`src/rtl/ppm16_rx_ctrl.sv`:
```
// PPM16 receive controller: gathers 16 chip counts, strobes the correlator, packs nibbles into bytes.
// Optional macro PPM16_ERASURE_CNT_EN adds a saturating 8-bit erasure counter output.
module ppm16_rx_ctrl #(
  parameter int CHIP_BITS = 3
) (
  input  logic                    clk,
  input  logic                    rst,
  input  logic                    en,
  input  logic [CHIP_BITS-1:0]    chip_in,
  input  logic                    chip_valid,
  output logic [16*CHIP_BITS-1:0] chips_out,
  output logic                    corr_valid,
  input  logic [3:0]              symbol,
  input  logic                    threshold_unmet,
  output logic [7:0]              byte_out,
  output logic                    byte_erased,
  output logic                    byte_valid,
  input  logic                    byte_ready,
  output logic                    overflow
`ifdef PPM16_ERASURE_CNT_EN
  ,
  output logic [7:0]              erasure_cnt
`endif
);

  typedef enum logic [1:0] {
    IDLE    = 2'd0,
    COLLECT = 2'd1,
    CORR    = 2'd2,
    PACK    = 2'd3
  } state_t;

  state_t                  state_r, state_s;
  logic [3:0]              idx_r;
  logic                    phase_r;
  logic [16*CHIP_BITS-1:0] chips_r;
  logic                    corr_valid_r;
  logic [3:0]              sym_r;
  logic                    miss_r;
  logic [3:0]              hi_nib_r;
  logic                    hi_miss_r;
  logic [7:0]              byte_out_r;
  logic                    byte_erased_r;
  logic                    byte_valid_r;
  logic                    overflow_r;
  logic                    byte_done_s;
  logic                    load_s;
  logic                    drop_s;

  // Next-state selection and byte completion / drop decisions.
  always_comb begin
    state_s     = state_r;
    byte_done_s = 1'b0;
    load_s      = 1'b0;
    drop_s      = 1'b0;
    if (!en) begin
      state_s = IDLE;
    end else begin
      case (state_r)
        IDLE:    state_s = COLLECT;
        COLLECT: begin
          if (chip_valid && (idx_r == 4'd15)) begin
            state_s = CORR;
          end else begin
            state_s = COLLECT;
          end
        end
        CORR:    state_s = PACK;
        PACK:    state_s = COLLECT;
        default: state_s = IDLE;
      endcase
    end
    // A second nibble completes a byte only while reception stays enabled.
    if ((state_r == PACK) && en && phase_r) begin
      byte_done_s = 1'b1;
      load_s      = ~byte_valid_r | byte_ready;
      drop_s      = byte_valid_r & ~byte_ready;
    end else begin
      byte_done_s = 1'b0;
    end
  end

  // State register, chip slots, nibble packing and output byte holding.
  always_ff @(posedge clk) begin
    if (rst) begin
      state_r       <= IDLE;
      idx_r         <= 4'd0;
      phase_r       <= 1'b0;
      chips_r       <= '0;
      corr_valid_r  <= 1'b0;
      sym_r         <= 4'd0;
      miss_r        <= 1'b0;
      hi_nib_r      <= 4'd0;
      hi_miss_r     <= 1'b0;
      byte_out_r    <= 8'd0;
      byte_erased_r <= 1'b0;
      byte_valid_r  <= 1'b0;
      overflow_r    <= 1'b0;
    end else begin
      state_r      <= state_s;
      corr_valid_r <= (state_s == CORR);
      case (state_r)
        IDLE: begin
          idx_r   <= 4'd0;
          phase_r <= 1'b0;
        end
        COLLECT: begin
          if (en && chip_valid) begin
            for (int k = 0; k < 16; k++) begin
              if (idx_r == 4'(k)) begin
                chips_r[k*CHIP_BITS +: CHIP_BITS] <= chip_in;
              end
            end
            idx_r <= idx_r + 4'd1;
          end
        end
        CORR: begin
          sym_r  <= symbol;
          miss_r <= threshold_unmet;
        end
        PACK: begin
          if (en) begin
            if (!phase_r) begin
              hi_nib_r  <= sym_r;
              hi_miss_r <= miss_r;
            end
            phase_r <= ~phase_r;
          end
        end
        default: ;
      endcase
      if (load_s) begin
        byte_out_r    <= {hi_nib_r, sym_r};
        byte_erased_r <= hi_miss_r | miss_r;
        byte_valid_r  <= 1'b1;
      end else if (byte_ready) begin
        byte_valid_r  <= 1'b0;
      end else begin
        byte_valid_r  <= byte_valid_r;
      end
      if (drop_s) begin
        overflow_r <= 1'b1;
      end
    end
  end

`ifdef PPM16_ERASURE_CNT_EN
  logic [7:0] erasure_cnt_r;

  // Count threshold misses seen during correlation, saturating at 255.
  always_ff @(posedge clk) begin
    if (rst) begin
      erasure_cnt_r <= 8'd0;
    end else if ((state_r == CORR) && threshold_unmet && (erasure_cnt_r != 8'hFF)) begin
      erasure_cnt_r <= erasure_cnt_r + 8'd1;
    end
  end

  assign erasure_cnt = erasure_cnt_r;
`endif

  assign chips_out   = chips_r;
  assign corr_valid  = corr_valid_r;
  assign byte_out    = byte_out_r;
  assign byte_erased = byte_erased_r;
  assign byte_valid  = byte_valid_r;
  assign overflow    = overflow_r;

endmodule

```
`config.mk`:
```
export PLATFORM = sky130hd
export DESIGN_NAME = ppm16_rx_ctrl
export DESIGN_NICKNAME = d
export VERILOG_FILES = /design/src/rtl/ppm16_rx_ctrl.sv
export SDC_FILE = /design/constraint.sdc
export NUM_CORES = 1
export LEC_CHECK = 0
export CAP_MARGIN = 20
export CORE_MARGIN = 8
export CORE_UTILIZATION = 53
export CTS_CLUSTER_SIZE = 14
export DETAILED_ROUTE_END_ITERATION = 7
export GPL_ROUTABILITY_DRIVEN = 0
export PLACE_DENSITY = 0.84
export SLEW_MARGIN = 25
export SYNTH_ARGS = -nofsm -noshare
export SYNTH_HDL_FRONTEND = slang
export SYNTH_SLANG_ARGS = --single-unit
export TNS_END_PERCENT = 30
```
`constraint.sdc`:
```
create_clock -name clk -period 2.1 [get_ports clk]
set_input_delay 0.525 -clock clk [delete_from_list [all_inputs] [get_ports clk]]
set_output_delay 0.525 -clock clk [all_outputs]
set_load 0.01 [all_outputs]
```
After elaboration in Yosys (flattened, before gate mapping) --
Cells that the tools add are included.
Word-level totals: register bits 77
Cells by class: reductions and logical operators 29, add/sub/neg operators 1, bitwise gates (word level) 6, eq/ne operators 21, multiplexer cells 11
Operators with widths (count):
- $reduce_and A3 Y1 | 17
- $eq A4 B4 Y1 const B | 8
- $eq A4 B3 Y1 const B | 4
- $eq A4 B2 Y1 const B | 2
- $pmux W4 S2 | 1
- $eq A2 B2 Y1 const B | 3
- $pmux W2 S3 | 1
- $reduce_bool A2 Y1 | 3
- $mux W1 | 5
- $add A4 B1 Y4 const B | 1
- $eq A4 B1 Y1 const B | 1
- $logic_and A1 B1 Y1 | 4
- $logic_not A4 Y1 | 1
- $mux W2 | 2
- $mux W4 | 1
- $ne A2 B2 Y1 const B | 2
- $reduce_and A2 Y1 | 2
- $not A1 Y1 | 3
- $eq A2 B1 Y1 const B | 1
- $logic_not A2 Y1 | 1
- $or A1 B1 Y1 | 2
- $pmux W1 S2 | 1
- $reduce_or A2 Y1 | 1
- $and A1 B1 Y1 | 1

Longest topological paths before layout --
Gate-level depths: netlist of run 1.
depth after elaboration 6, mapped depth 5, gate-level depth less buffers 4

Worst setup path after synthesis of run 1 --
Ideal clock, no wire load.
path type input to register, start point input port en, end point register idx_r[3], path buffers 2, required time 2.012 ns, setup time 0.088 ns, path slack 0.638 ns, stages on the path 5, arrival time 1.374 ns, cells stage by stage buf_4 -> and4b_4 -> buf_6 -> a41oi_1 -> a311oi_2
On the way: word-level cells in the longest chain between the ends 3
Ends and longest elaborated chain:
- from (decl) | line 8 | input logic en,
- $logic_and A1 B1 Y1 | line 108 | if (en && chip_valid) begin
- $ne A2 B2 Y1 (no source line)
- $reduce_and A2 Y1 (no source line)
- to (signal assigned) | line 114 | idx_r <= idx_r + 4'd1;
- to (decl) | line 34 | logic [3:0] idx_r;
Every way passes these cells. A chain may end at the register's enable or synchronous reset.

Final worst setup path of run 1 --
start point input port en, end point register chips_r[39], in the netlist chips_out[39]
On the way: word-level cells in the longest chain between the ends 2
Ends and longest elaborated chain:
- $logic_and A1 B1 Y1 | line 108
- $reduce_and A3 Y1 (no source line)
- to (signal, indexed assignment) | line 111 | chips_r[k*CHIP_BITS +: CHIP_BITS] <= chip_in;
- to (decl) | line 36 | logic [16*CHIP_BITS-1:0] chips_r;
Every way passes these cells.

==> results.py, run 1 <==
metrics = {
    "clock_tree": {
        "cts_resized": 0,
        "cts.htree.levels": 3,
        "cts_root_buf": "clkbuf_8",
        "post-cts-setup-buffer-count": 0,
        "cts_tree": "done",
        "clk_latency_ps": 330,
        "clockBufferDepth": 2,
        "cts-buffers-inserted": 9,
        "clkTransAtPathRegs_ps": 80,
        "numClockSinks": 77,
        "holdBufCountCts": 0,
    },
    "worst_setup_path": {
        "criticalPathCategory": "in -> reg",
        "reg2regPathDepth": 4,
        "cp_max_fo": 21,
        "cp.arrival_ps": 2050,
        "end_kind": "flop",
        "critPathLaunchType": "input port",
        "worstPathRequired_ps": 2280,
    },
    "global_route": {
        "grt.overflow.total": 0,
        "grt_pass1_vias": 2425,
        "grt_pass1_wl_microns": 12000,
        "antenna_found_initial": 0,
        "grt_max_degree": 49,
        "grt.total_usage_pct": 16.8,
    },
    "synthesis": {
        "synth.distinct_cells": 29,
        "synth_ff_type": "dfxtp_1",
        "syn-instance-count": 311,
        "avgSynthCellArea_sq_um": 10.2,
        "synth_top_area_share_pct": 48.7,
        "synth.top_cells.by_count": "dfxtp_1 (77), mux2i_1 (58), nand2b_1 (54)",
        "syn_area_sq_um": 3160,
        "yosys-top-cells-area": "dfxtp_1 (49%), mux2i_1 (18%), nand2b_1 (11%), nand3_1 (3.2%), a21oi_1 (2.7%)",
        "synth-seq-area-share_pct": 48.7,
        "yosysTopAreaCell": "dfxtp_1",
        "syn-num-nets": 328,
        "synth_enable_flop_cells": 0,
        "synth-seq-cells": 77,
        "yosys_warnings": 0,
        "postSynth.asyncResetShare_pct": 0,
        "synth.most_common_cell": "dfxtp_1",
    },
    "timing": {
        "fin_crit_ps": 1860,
        "slew_headroom_pct": 54.3,
        "worstMarginPinSlew_ps": 685,
        "hold_violations": 0,
        "rsz0062_at_grt": "no",
        "timing.fmax_mhz": 537,
        "finalSetupViolations": 0,
        "finalCritPeriodShare_pct": 88.7,
        "fin_worst_skew_ps": 6.97,
        "slew_viol_final": 0,
        "whs_ps": 468,
    },
    "placement": {
        "io_buffers": 72,
        "post_dp_cell_area_sq_um": 3910,
        "post-place-cells": 441,
        "dp_hpwl_microns": 5030,
    },
    "drt": {
        "firstDrtPassIters": 4,
        "wl_microns": 7340,
        "route.detailed.drc": 0,
        "viasPerCell": 5.43,
        "vias": 2470,
        "first_iter_violations": 165,
        "antenna_left": 0,
        "wl_per_cell_microns": 16.1,
    },
    "layout": {
        "n_antenna_cell": 0,
        "final_cells": 455,
        "stdcell_area_sq_um": 4070,
        "nets": 394,
        "syn_to_final_growth_pct": 28.7,
        "multi_input_area_sq_um": 1500,
        "utilization_pct": 69.6,
        "regArea_sq_um": 1540,
        "final.fill_count": 456,
        "drive_gt1_share_pct": 7.63,
    },
    "floorplanning": {
        "dieArea_sq_um": 8700,
        "die_w_microns": 93.3,
        "ios": 73,
        "core_area_sq_um": 5850,
        "die_y_microns": 93.3,
        "rows": 28,
        "initial_core_util_pct": 54.1,
    },
    "pwr": {
        "irDropWorstVdd_uv": 344,
        "power_leakage_nw": 1.73,
        "powerDensity_nw_per_um2": 621,
    },
    "run_status": {
        "outcome": "finished, final reports clean",
    },
    "min_path": {
        "min_path_type": "reg -> reg",
        "whs_path_depth": 2,
    },
    "job": {
        "cap_violations": 0,
    },
}
power by group:
group          switching, mW  internal, mW  leakage [nW]
logic                 0.0515        0.0478          1.02
clock network          0.485         0.478        0.0881
registers            0.00454          1.46         0.620
state kept, by name, summed over array words and instances, names as in the netlist:
name	count
byte_out	8
byte_erased	1
miss_r	1
byte_valid	1
chips_out	48
phase_r	1
hi_nib_r	4
overflow	1
sym_r	4
corr_valid	1
idx_r	4
hi_miss_r	1
state_r	2
path summary, 6_finish.rpt:
kind,endpoint,slack (ps),startpoint
setup reg to reg,chips_out[45],440,idx_r[1]
setup / recovery,chips_out[39],240,en
hold reg to reg,overflow,470,overflow
hold / removal,overflow,470,overflow
layout make-up:
cell class | count | area share (%)
clock buffer | 12 | 3.81
tap | 75 | 2.30
inverter | 2 | 0.184
timing repair buffer | 79 | 18.9
sequential | 77 | 37.8
multi-input combinational | 208 | 36.7
clock inverter | 2 | 0.246
stage by stage:
stage	worst slack, ps	power [mW]	setup TNS [ps]
after detailed placement	-68.7	1.60	-879
after global placement	-27.7	1.60	-78.6
final	237	2.53	0
after floorplan	638	1.56	0
after global routing	156	2.62	0
after CTS	258	2.54	0
metal layers:
layer  global-route usage (%)  vias to the layer above  share of wire, %
li1                         -                     1189                 -
met3                     4.25                       10               6.9
met1                     20.8                     1186                45
met4                     8.05                        0               1.5
met2                     26.8                       85                47
met5                        0                        -                 0
layout by cell type (no fill, tap or decap), types with 2 or more instances in the layout:
cell type,count
clkinv_2,2
ha_1,4
nand4b_1,2
nor2_1,14
buf_4,7
nand3_1,20
inv_1,2
dfxtp_1,77
clkdlybuf4s50_1,71
o21ai_0,10
mux2i_1,58
clkbuf_8,11
nand3_2,6
nand2_1,5
a21oi_1,17
nand2b_1,54
nor2b_1,5
o211ai_1,2
worst max-delay path: stages:
cell and delay [ps]:
clkdlybuf4s50_1 600, and4b_4 480, nand3_1 260, mux2i_1 170
logic make-up (layout without fill, tap and decap cells):
kind of cell | Yosys count | in the layout | synth area share (%)
flops | 77 | 77 | 48.7
buf+inv | 26 | 95 | 3.99
simple gates | 114 | 114 | 21.6
mux | 58 | 58 | 18.3
fa+ha+maj | 4 | 4 | 1.58
compound gates | 32 | 32 | 5.77
Power figures use the tool's default switching activity.
==> run 2, diff against run 1 <==
Settings changed: ABC_CLOCK_PERIOD_IN_PS set to 2100.
==> results of run 2 <==
No change in the layout: final DEF, timing and power equal those of run 1.
==> run 3, diff against run 2 <==
Settings changed: GPL_TIMING_DRIVEN set to 0.
==> run 3 against run 2 <==
Non-clock buffer count rose by 16. Cell area is 2.2% higher. Sequential power is essentially flat. Die area did not move. Clock power grew 14%. Cell count grew 4.0%. Critical path type unchanged. Largest cell class unchanged. Highest routed layer unchanged.
==> results.py, run 3 (synthesis gave the netlist of run 1 again) <==
metrics = {
    "job": {
        "cap_violations": 0,
    },
    "worst_setup_path": {
        "critPathLaunchType": "input port",
        "crit_top_cell": "clkbuf_1",
        "worstPathRequired_ps": 2310,
        "criticalPathCategory": "in -> reg",
        "timing.rr.start": "idx_r[1]",
        "startpoint": "rst",
        "crit_slowest_cell": "clkdlybuf4s50_1",
        "max_stage_delay_ps": 570,
        "path_cells": "clkdlybuf4s50_1 > nand2b_1 > clkbuf_1 > clkbuf_1 > mux2i_1",
        "end_kind": "flop",
        "cp_max_fo": 10,
        "cp.arrival_ps": 2150,
    },
    "floorplanning": {
        "dieArea_sq_um": 8700,
        "die_y_microns": 93.3,
        "rows": 28,
        "core_area_sq_um": 5850,
        "ios": 73,
        "die_w_microns": 93.3,
        "initial_core_util_pct": 54.1,
    },
    "pwr": {
        "powerDensity_nw_per_um2": 644,
        "irDropWorstVdd_uv": 453,
        "total_power_mw": 2.68,
        "power_leakage_nw": 1.77,
    },
    "timing": {
        "timing.fmax_mhz": 515,
        "whs_ps": 470,
        "setup_tns_ps": 0,
        "hold_violations": 0,
        "worstMarginPinSlew_ps": 526,
        "fin_crit_ps": 1940,
        "setup_ws_ps": 157,
        "rsz0062_at_grt": "no",
        "slew_viol_final": 0,
        "finalCritPeriodShare_pct": 92.5,
        "finalSetupViolations": 0,
        "fin_worst_skew_ps": 7.88,
        "slew_headroom_pct": 64.9,
    },
    "layout": {
        "syn_to_final_growth_pct": 31.5,
        "stdcell_area_sq_um": 4160,
        "drive_gt1_share_pct": 8.29,
        "final_cell_mix": "dfxtp_1 (77), clkdlybuf4s50_1 (71), mux2i_1 (58)",
        "final.fill_count": 460,
        "multi_input_area_sq_um": 1500,
        "final_cells": 473,
        "regArea_sq_um": 1540,
        "n_antenna_cell": 0,
        "utilization_pct": 71.1,
        "largest_register_ffs": 48,
        "layout_commonest_cell": "dfxtp_1",
        "nets": 410,
    },
    "drt": {
        "wl_per_cell_microns": 15.8,
        "vias": 2463,
        "viasPerCell": 5.21,
        "firstDrtPassIters": 4,
        "route.detailed.drc": 0,
        "wl_microns": 7490,
        "first_iter_violations": 119,
        "antenna_left": 0,
    },
    "placement": {
        "dp_hpwl_microns": 5440,
        "io_buffers": 71,
        "post_dp_cell_area_sq_um": 3970,
        "place_ws_ps": -178,
        "post-place-cells": 457,
    },
    "clock_tree": {
        "cts_resized": 0,
        "numClockSinks": 77,
        "cts_tree": "done",
        "clockBufferDepth": 2,
        "clkTransAtPathRegs_ps": 80,
        "cts.htree.levels": 3,
        "post-cts-setup-buffer-count": 0,
        "clk_latency_ps": 340,
        "cts-buffers-inserted": 9,
        "holdBufCountCts": 0,
        "cts_root_buf": "clkbuf_8",
    },
    "global_route": {
        "grt_pass1_wl_microns": 12200,
        "grt.overflow.total": 0,
        "grt.total_usage_pct": 17.5,
        "antenna_found_initial": 0,
        "grt_max_degree": 13,
        "grt_pass1_vias": 2466,
    },
    "run_status": {
        "outcome": "finished, final reports clean",
    },
    "min_path": {
        "hold_path_startpoint": "hi_nib_r[0]",
        "min_path_type": "reg -> reg",
    },
}
run 3: cell types whose count changed in the layout (fill, tap and decap cells not counted), sizes merged:
cell,delta
clkinvlp,+1
bufinv,+1
buf,+3
clkbuf,+13
run 3: final timing paths:
path	depth (start not counted)	end	slack, ps
max	5	chips_out[36]	160
min	2	byte_out[4]	470
min reg2reg	2	byte_out[4]	470
max reg2reg	4	chips_out[47]	520
run 3: area by class of cell:
class	instances	share of cell area (%)
inverters	2	0.180
multi-input cells	208	36.0
plain buffers	24	2.86
well taps	75	2.25
clock inverters	4	1.14
repair buffers	71	17.1
flip-flops and latches	77	37.0
clock buffers	12	3.49
run 3: critical path: cells and delay by family:
kind          cells  cell delay, ps
buf+inv           3            1350
mux               1             140
simple gates      1             130
run 3: power breakdown:
group,switching [mW],internal (mW)
logic,0.0589,0.0521
clock network,0.526,0.579
registers,0.00241,1.46
total,0.587,2.09
run 3: metal layers:
layer	wire, microns	track usage, %	vias up	part of all wire, %
met1	3360	21.3	1177	45
li1	-	-	1226	-
met2	3590	28.6	52	48
met3	457	5.61	8	6.1
met5	0	0	-	0
met4	87	5.64	0	1.2
